==> config.mk <==
export PLATFORM = sky130hd
export DESIGN_NAME = vga_timing_gen_flat
export DESIGN_NICKNAME = d
export VERILOG_FILES = /design/src/rtl/vga_timing_if.sv /design/src/rtl/vga_timing_gen.sv /design/src/flat_wrapper.sv
export SDC_FILE = /design/constraint.sdc
export NUM_CORES = 1
export LEC_CHECK = 0
export BUFFER_PORTS_ARGS = -buffer_cell sky130_fd_sc_hd__buf_4
export CORE_UTILIZATION = 35
export DETAILED_ROUTE_END_ITERATION = 8
export PLACE_DENSITY_LB_ADDON = 0.1
export SLEW_MARGIN = 20
export SYNTH_ARGS = -nofsm -noshare
export SYNTH_HDL_FRONTEND = slang
export SYNTH_SLANG_ARGS = --single-unit
==> constraint.sdc <==
create_clock -name pclk -period 5.8 [get_ports pclk]
set_clock_uncertainty 0.15 [all_clocks]
set_input_delay 0.29 -clock pclk [delete_from_list [all_inputs] [get_ports pclk]]
set_output_delay 0.29 -clock pclk [all_outputs]
set_load 0.01 [all_outputs]
==> src/rtl/vga_timing_if.sv <==
// Raster timing bundle: advance enable plus the counters and strobes fed to draw stages.
interface vga_timing_if #(
  parameter int CNT_W   = 11,
  parameter int FRAME_W = 16
);
  logic               en;
  logic [CNT_W-1:0]   hcount;
  logic [CNT_W-1:0]   vcount;
  logic               hsync;
  logic               vsync;
  logic               hblnk;
  logic               vblnk;
  logic               de;
  logic               sof;
  logic               eol;
  logic [FRAME_W-1:0] frame_cnt;

  modport master (
    input  en,
    output hcount, vcount, hsync, vsync, hblnk, vblnk, de, sof, eol, frame_cnt
  );

  modport slave (
    output en,
    input  hcount, vcount, hsync, vsync, hblnk, vblnk, de, sof, eol, frame_cnt
  );
endinterface

==> src/rtl/vga_timing_gen.sv <==
// Parametrised VGA raster timing generator; every output is registered from the
// next counter values so flags line up with hcount/vcount in the same cycle.
module vga_timing_gen #(
  parameter int H_ACTIVE = 800,
  parameter int H_FP     = 40,
  parameter int H_SYNC   = 128,
  parameter int H_BP     = 88,
  parameter int V_ACTIVE = 600,
  parameter int V_FP     = 1,
  parameter int V_SYNC   = 4,
  parameter int V_BP     = 23,
  parameter bit HS_POL   = 1'b1,
  parameter bit VS_POL   = 1'b1,
  parameter int CNT_W    = 11,
  parameter int FRAME_W  = 16
) (
  input  logic          pclk,
  input  logic          rst,
  vga_timing_if.master  vif
);

  localparam int H_TOT = H_ACTIVE + H_FP + H_SYNC + H_BP;
  localparam int V_TOT = V_ACTIVE + V_FP + V_SYNC + V_BP;

  localparam logic [CNT_W-1:0] H_LAST   = CNT_W'(H_TOT - 1);
  localparam logic [CNT_W-1:0] V_LAST   = CNT_W'(V_TOT - 1);
  localparam logic [CNT_W-1:0] H_ACT    = CNT_W'(H_ACTIVE);
  localparam logic [CNT_W-1:0] V_ACT    = CNT_W'(V_ACTIVE);
  localparam logic [CNT_W-1:0] HS_START = CNT_W'(H_ACTIVE + H_FP);
  localparam logic [CNT_W-1:0] HS_END   = CNT_W'(H_ACTIVE + H_FP + H_SYNC);
  localparam logic [CNT_W-1:0] VS_START = CNT_W'(V_ACTIVE + V_FP);
  localparam logic [CNT_W-1:0] VS_END   = CNT_W'(V_ACTIVE + V_FP + V_SYNC);

  if (H_FP < 1 || H_SYNC < 1 || H_BP < 1 || V_FP < 1 || V_SYNC < 1 || V_BP < 1) begin : g_bad_porch
    $error("vga_timing_gen: porch and sync widths must be at least 1");
  end

  if ((longint'(H_TOT) > (longint'(1) << CNT_W)) ||
      (longint'(V_TOT) > (longint'(1) << CNT_W))) begin : g_bad_cnt_w
    $error("vga_timing_gen: CNT_W too small for H_TOT-1 / V_TOT-1");
  end

  logic [CNT_W-1:0]   hcount_q;
  logic [CNT_W-1:0]   vcount_q;
  logic               hsync_q;
  logic               vsync_q;
  logic               hblnk_q;
  logic               vblnk_q;
  logic               de_q;
  logic               sof_q;
  logic               eol_q;
  logic [FRAME_W-1:0] frame_q;

  logic               h_wrap;
  logic               v_wrap;
  logic [CNT_W-1:0]   h_nxt;
  logic [CNT_W-1:0]   v_nxt;

  always_comb begin
    h_wrap = (hcount_q == H_LAST);
    v_wrap = (vcount_q == V_LAST);
    h_nxt  = h_wrap ? '0 : hcount_q + CNT_W'(1);
    v_nxt  = vcount_q;
    if (h_wrap) begin
      v_nxt = v_wrap ? '0 : vcount_q + CNT_W'(1);
    end
  end

  // Flags are derived from h_nxt/v_nxt so they register alongside the counters.
  always_ff @(posedge pclk) begin
    if (rst) begin
      hcount_q <= '0;
      vcount_q <= '0;
      hsync_q  <= ~HS_POL;
      vsync_q  <= ~VS_POL;
      hblnk_q  <= 1'b0;
      vblnk_q  <= 1'b0;
      de_q     <= 1'b1;
      sof_q    <= 1'b0;
      eol_q    <= 1'b0;
      frame_q  <= '0;
    end else if (vif.en) begin
      hcount_q <= h_nxt;
      vcount_q <= v_nxt;
      hsync_q  <= (h_nxt >= HS_START && h_nxt < HS_END) ? HS_POL : ~HS_POL;
      vsync_q  <= (v_nxt >= VS_START && v_nxt < VS_END) ? VS_POL : ~VS_POL;
      hblnk_q  <= (h_nxt >= H_ACT);
      vblnk_q  <= (v_nxt >= V_ACT);
      de_q     <= (h_nxt < H_ACT) && (v_nxt < V_ACT);
      sof_q    <= h_wrap && v_wrap;
      eol_q    <= (h_nxt == H_LAST);
      if (h_wrap && v_wrap) begin
        frame_q <= frame_q + FRAME_W'(1);
      end
    end
  end

  assign vif.hcount    = hcount_q;
  assign vif.vcount    = vcount_q;
  assign vif.hsync     = hsync_q;
  assign vif.vsync     = vsync_q;
  assign vif.hblnk     = hblnk_q;
  assign vif.vblnk     = vblnk_q;
  assign vif.de        = de_q;
  assign vif.sof       = sof_q;
  assign vif.eol       = eol_q;
  assign vif.frame_cnt = frame_q;

endmodule

==> src/flat_wrapper.sv <==
// flat-port wrapper written by rule: the top's interface ports become plain ports
module vga_timing_gen_flat 
#(
  parameter int H_ACTIVE = 800,
  parameter int H_FP     = 40,
  parameter int H_SYNC   = 128,
  parameter int H_BP     = 88,
  parameter int V_ACTIVE = 600,
  parameter int V_FP     = 1,
  parameter int V_SYNC   = 4,
  parameter int V_BP     = 23,
  parameter bit HS_POL   = 1'b1,
  parameter bit VS_POL   = 1'b1,
  parameter int CNT_W    = 11,
  parameter int FRAME_W  = 16
)
  (pclk, rst, vif_en, vif_hcount, vif_vcount, vif_hsync, vif_vsync, vif_hblnk, vif_vblnk, vif_de, vif_sof, vif_eol, vif_frame_cnt);
  vga_timing_if #(.CNT_W(CNT_W), .FRAME_W(FRAME_W)) vif_i ();
  input  logic pclk;
  input  logic rst;
  input wire logic [$bits(vif_i.en)-1:0] vif_en;
  output wire logic [$bits(vif_i.hcount)-1:0] vif_hcount;
  output wire logic [$bits(vif_i.vcount)-1:0] vif_vcount;
  output wire logic [$bits(vif_i.hsync)-1:0] vif_hsync;
  output wire logic [$bits(vif_i.vsync)-1:0] vif_vsync;
  output wire logic [$bits(vif_i.hblnk)-1:0] vif_hblnk;
  output wire logic [$bits(vif_i.vblnk)-1:0] vif_vblnk;
  output wire logic [$bits(vif_i.de)-1:0] vif_de;
  output wire logic [$bits(vif_i.sof)-1:0] vif_sof;
  output wire logic [$bits(vif_i.eol)-1:0] vif_eol;
  output wire logic [$bits(vif_i.frame_cnt)-1:0] vif_frame_cnt;
  assign vif_i.en = vif_en;
  assign vif_hcount = vif_i.hcount;
  assign vif_vcount = vif_i.vcount;
  assign vif_hsync = vif_i.hsync;
  assign vif_vsync = vif_i.vsync;
  assign vif_hblnk = vif_i.hblnk;
  assign vif_vblnk = vif_i.vblnk;
  assign vif_de = vif_i.de;
  assign vif_sof = vif_i.sof;
  assign vif_eol = vif_i.eol;
  assign vif_frame_cnt = vif_i.frame_cnt;
  vga_timing_gen #(.H_ACTIVE(H_ACTIVE), .H_FP(H_FP), .H_SYNC(H_SYNC), .H_BP(H_BP), .V_ACTIVE(V_ACTIVE), .V_FP(V_FP), .V_SYNC(V_SYNC), .V_BP(V_BP), .HS_POL(HS_POL), .VS_POL(VS_POL), .CNT_W(CNT_W), .FRAME_W(FRAME_W)) u_core (.pclk(pclk), .rst(rst), .vif(vif_i));
endmodule
Word-level counts from Yosys, hierarchy flattened
Cells that the tools add are included.
Widths: inputs -> output; s select.
{"block": "classes", "reduce_logical": 5, "addsub": 3, "magnitude_cmp": 8, "muxes": 5, "n_eq_ne": 3}
{"operator": "$ge 11x10->1 const B", "n": 4}
{"operator": "$lt 11x10->1 const B", "n": 4}
{"operator": "$mux 11", "n": 3}
{"operator": "$add 11x1->11 const B", "n": 2}
{"operator": "$eq 11x11->1 const B", "n": 2}
{"operator": "$add 16x1->16 const B", "n": 1}
{"operator": "$eq 11x10->1 const B", "n": 1}
{"operator": "$logic_and 1x1->1", "n": 4}
{"operator": "$mux 1", "n": 2}
{"operator": "$reduce_and 2->1", "n": 1}
{"block": "totals", "out_inout_bits": 45, "wordCells": 34, "regBits": 45, "input_bits": 3}

Longest topological paths before layout
{"block": "logic_depth", "word_depth": 6, "ltp_mapped": 10, "ltp_nobuf": 8}

Worst setup path before layout
OpenSTA, ideal clock, no wires.
{"block": "synth_timing", "path_kind": "register to register", "from": "reg u_core.hcount_q[0], in the netlist u_core.vif.hcount[0]", "to": "reg u_core.vsync_q, in the netlist u_core.vif.vsync", "slack_ns": 3.136, "arrival_ns": 2.445, "period_less_slack_ns": 2.664, "path_stages_with_launch": 10, "required_ns": 5.580, "path_buffers": 1, "setup_ns": 0.070, "path_cell_list": "dfxtp_1 ha_1 and4_1 buf_4 nand3_2 or4_4 nand2_1 o211ai_1 or4_1 o21ai_1"}
{"block": "synth_between", "elab_chain_cells": 5, "elab_cells_between_ends": 6, "classes_between": "2 x order compare; 1 x eq/ne; 2 x mux; 1 x reduce/logical"}
{"item": "start: declaration", "line": "vga_timing_gen.sv:43", "rtl": "logic [CNT_W-1:0] hcount_q;"}
{"item": "start signal: assignment", "line": "vga_timing_gen.sv:83", "rtl": "hcount_q <= h_nxt;"}
{"item": "$eq 11x11->1 *", "line": "vga_timing_gen.sv:60", "rtl": "h_wrap = (hcount_q == H_LAST);"}
{"item": "$mux 11 *", "line": "vga_timing_gen.sv:64", "rtl": "if (h_wrap) begin"}
{"item": "$ge 11x10->1 or $lt 11x10->1 (tied branches)", "line": "vga_timing_gen.sv:86", "rtl": "vsync_q <= (v_nxt >= VS_START && v_nxt < VS_END) ? VS_POL : ~VS_POL;"}
{"item": "$logic_and 1x1->1 *", "line": "vga_timing_gen.sv:86"}
{"item": "$mux 1 *", "line": "vga_timing_gen.sv:86"}
{"item": "end signal: assignment", "line": "vga_timing_gen.sv:75", "rtl": "vsync_q <= ~VS_POL;"}
{"item": "end signal: assignment", "line": "vga_timing_gen.sv:86"}
{"item": "end: declaration", "line": "vga_timing_gen.sv:46", "rtl": "logic vsync_q;"}
Every way passes the cells marked *; elsewhere a longest branch is shown, timed or not.
A chain may end at the register's enable or synchronous reset.

Worst setup path in the final report
{"block": "layout_timing", "from": "reg u_core.hcount_q[1], in the netlist u_core.vif.hcount[1]", "to": "reg u_core.vsync_q, in the netlist u_core.vif.vsync"}
The elaborated chain is that of the path after synthesis.

==> flow_summary.rst <==
.. list-table::
   :header-rows: 1

   * - Metric
     - Value
   * - Die extent in x
     - 87.0 microns
   * - Headroom to the max-slew limit
     - 55.5%
   * - Setup-violating endpoint count in the final report
     - 0
   * - Total Routing Usage GR
     - 17.8%
   * - Maximum fanout count along the critical path
     - 12
   * - Part of the Yosys area used for sequential elements
     - 35.6%
   * - Cell type contributing the most total cell area after synthesis
     - dfxtp_1
   * - Number of nets in the finished design
     - 365
   * - Number of buffers added by the clock tree synthesis step
     - 5
   * - Synth Register Bits
     - 45
   * - Antenna violations before repair
     - 0
   * - Remaining global-route overflow
     - 0
   * - Kind of start point of the critical path
     - flop
   * - Count of endpoints failing hold in the final timing report
     - 0
   * - Synthesis-to-layout area growth
     - 18.9%
   * - Share of layout cells above drive strength 1
     - 17.0%
   * - Via count of the first global-routing pass
     - 2125
   * - Number of cells upsized or downsized after cts
     - 0
   * - Number of rows in the core area
     - 30
   * - Required arrival time at the worst endpoint
     - 5890 ps
   * - Count of vias placed by the detailed router
     - 2407
   * - Hold path start
     - vif_en
   * - Cell area after layout
     - 3010 sq um
   * - Portion of synthesized cell area occupied by the leading cell type
     - 35.6%
   * - Remaining DRCs
     - 0
   * - Period utilization
     - 54.3%
   * - Fmax achieved
     - 317 MHz
   * - CTS tree
     - built
   * - Number of warnings issued by yosys
     - 0
   * - Half-perimeter wire length after detailed placement
     - 4340 microns
   * - Leading register cell type out of synthesis
     - dfxtp_1
   * - Count of distinct cell types in the synthesized netlist
     - 50
   * - Avg Inst Size Synth
     - 7.69 sq um
   * - Switching power as a share of total power
     - 24.8%
   * - Type of destination of the critical path
     - flop
   * - Max VDD drop
     - 104 uV
   * - Post-synthesis async set-or-reset flop share
     - 0%
   * - Clock tree root buffer cell
     - clkbuf_8
   * - Final antenna diode count
     - 0
   * - FF-to-FF Start
     - u_core.vif.hcount[1]$_SDFFE_PP0P_
   * - RSZ-0062 raised after global routing
     - false
   * - Count of buffers from port buffering
     - 47
   * - Deepest clock path buffer count
     - 2
   * - Leading cell type by number of instances after synthesis
     - nor2_1
   * - Setup Buffers After CTS
     - 0
   * - Arrival time of data at the critical path endpoint
     - 3240 ps
   * - Placement-stage cell area
     - 2890 sq um
   * - Routed WL per cell
     - 14.1 microns
   * - Worst slew pin tran
     - 659 ps
   * - Final antenna-violating net count
     - 0
   * - Instance count of the mapped netlist
     - 329
   * - Combinational power share
     - 5.6%
   * - Number of hold buffers added after CTS
     - 0
   * - Final Critical Period
     - 3150 ps
   * - CP Class
     - reg -> reg
   * - Worst hold-check path type
     - in -> reg
   * - Routed vias/inst
     - 5.29
   * - Clock Power Share
     - 42.1%
   * - Sw power
     - 151 uW
   * - Largest cells by area after synthesis
     - dfxtp_1 (36%), nor2_1 (7.1%), xor2_1 (6.2%)
   * - Starting DRT DRC Count
     - 209
   * - Syn nets
     - 336
   * - Level count of the clock H-tree
     - 2
   * - Effective utilization at floorplan
     - 36.6%
   * - Final core occ
     - 43.6%
   * - Portion of total power attributed to sequential cells
     - 52.3%
   * - Clock edge transition at the registers on the reported setup and hold paths
     - 110 ps
   * - Total internal power
     - 458 uW
   * - Setup TNS
     - 0 ps
   * - Final GP Congestion
     - 0.835
   * - Result of the run
     - finished, final reports clean
   * - Post-synth EDFFs
     - 0
   * - TritonCTS sink count
     - 45
   * - Launching instance or port of the critical path
     - u_core.vif.hcount[1]$_SDFFE_PP0P_
   * - Number of max-slew violations in the final report
     - 0
   * - Maximum number of pins on one net before global-route repair
     - 46
   * - # IOs
     - 48
   * - Die area
     - 7570 sq um
   * - Most instantiated cells after synthesis
     - nor2_1 (48), dfxtp_1 (45), nand2_1 (32)
   * - Power density relative to cell area
     - 202 nW/um^2
   * - Source-to-sink clock delay at the later pin of the worst-skew pair
     - 310 ps
   * - Wire length of the first global-routing pass
     - 10600 microns
   * - Mapped Area
     - 2530 sq um
   * - Detailed-router iteration count before antenna repair
     - 4
   * - Number of maximum-capacitance violations
     - 0
   * - Placeable core region
     - 6910 sq um
   * - Overall die height
     - 87.0 microns
   * - Leakage dissipation
     - 0.00117 uW
   * - Total routed wirelength
     - 6410 microns
[worst max-delay path: stages (launching register included)]
cell     delay, ps
dfxtp_1        450
ha_1           310
and4_1         400
nand3_2        280
nor3_1         360
mux2i_1        280
a21bo_2        250
or4_1          460
o21ai_1        120
[power by group through the flow]
stage | logic [uW] | clock network (uW) | registers [uW]
finish | 34.3 | 256 | 319
CTS | 34.5 | 264 | 319
floorplan | 19.8 | 0 | 327
detailed placement | 34.4 | 0 | 326
global placement | 34.5 | 0 | 326
global route | 38.3 | 278 | 320
[cells in the final DEF, fill, tap and decap left out, types with 2 or more instances in the layout]
cell type,instances
o31ai_1,2
a21oi_1,19
a211oi_1,5
nand3_1,20
nand2_1,32
nand3b_1,2
a31oi_1,4
and3_1,11
or3_1,4
o211ai_1,3
clkbuf_8,5
o41ai_1,2
nor2_1,48
and4_1,4
nor3_1,13
buf_4,47
o21ai_0,12
xnor2_1,10
a21o_1,3
inv_1,7
inv_6,2
dfxtp_1,45
and2_1,3
nor4_1,3
xor2_1,18
nand4_1,9
ha_1,4
[stage by stage]
| step | worst slack (ps) | total power [uW] | hold slack (ps) | cells |
|---|---|---|---|---|
| after floorplan | 3140 | 347 | 336 | 329 |
| after global placement | 2800 | 360 | 305 | 447 |
| after detailed placement | 2720 | 360 | 311 | 447 |
| after CTS | 2680 | 617 | 201 | 455 |
| after global routing | 2450 | 636 | 231 | 455 |
| final | 2650 | 609 | 198 | 455 |
[metal layers]
metal	up-vias	GRT usage [%]	part of all wire [%]
met3	4	3.79	4.7
met2	66	26.9	45
li1	1223	-	-
met1	1114	25.1	50
met4	0	5.45	1.2
met5	-	0	0
[sequential cells by signal, indices dropped and copies added, names as in the netlist]
name / cells
u_core.vif.frame_cnt: 16
u_core.vif.hcount: 11
u_core.vif.vcount: 11
u_core.vif.de: 1
u_core.vif.eol: 1
u_core.vif.hblnk: 1
u_core.vif.hsync: 1
u_core.vif.sof: 1
u_core.vif.vblnk: 1
u_core.vif.vsync: 1
[kinds of logic (layout without fill, tap and decap cells)]
kind of cell,after synthesis,count (layout),synth area share [%]
compound gates,60,60,15.1
simple gates,159,159,31.8
mux,1,1,0.396
fa+ha+maj,4,4,1.98
xor+xnor,28,28,9.69
buf+inv,32,62,5.39
flops,45,45,35.6
[final cells by class]
class | count | area [sq um]
Multi-Input combinational cell | 252 | 1490
Tap cell | 96 | 120
Timing Repair Buffer | 47 | 353
Clock inverter | 3 | 47.5
Fill cell | 743 | 3900
Inverter | 7 | 26.3
Sequential cell | 45 | 901
Clock buffer | 5 | 68.8
[path summary, 6_finish.rpt]
path | end | slack (ps) | cells after the start
worst max-delay path | u_core.vif.vsync$_SDFFE_PP0P_ | 2650 | 8
worst min-delay path | u_core.vif.hcount[1]$_SDFFE_PP0P_ | 200 | 2
worst max register to register | u_core.vif.vsync$_SDFFE_PP0P_ | 2650 | 8
worst min register to register | u_core.vif.sof$_SDFFE_PP0P_ | 330 | 2
Power figures use the tool's default switching activity.
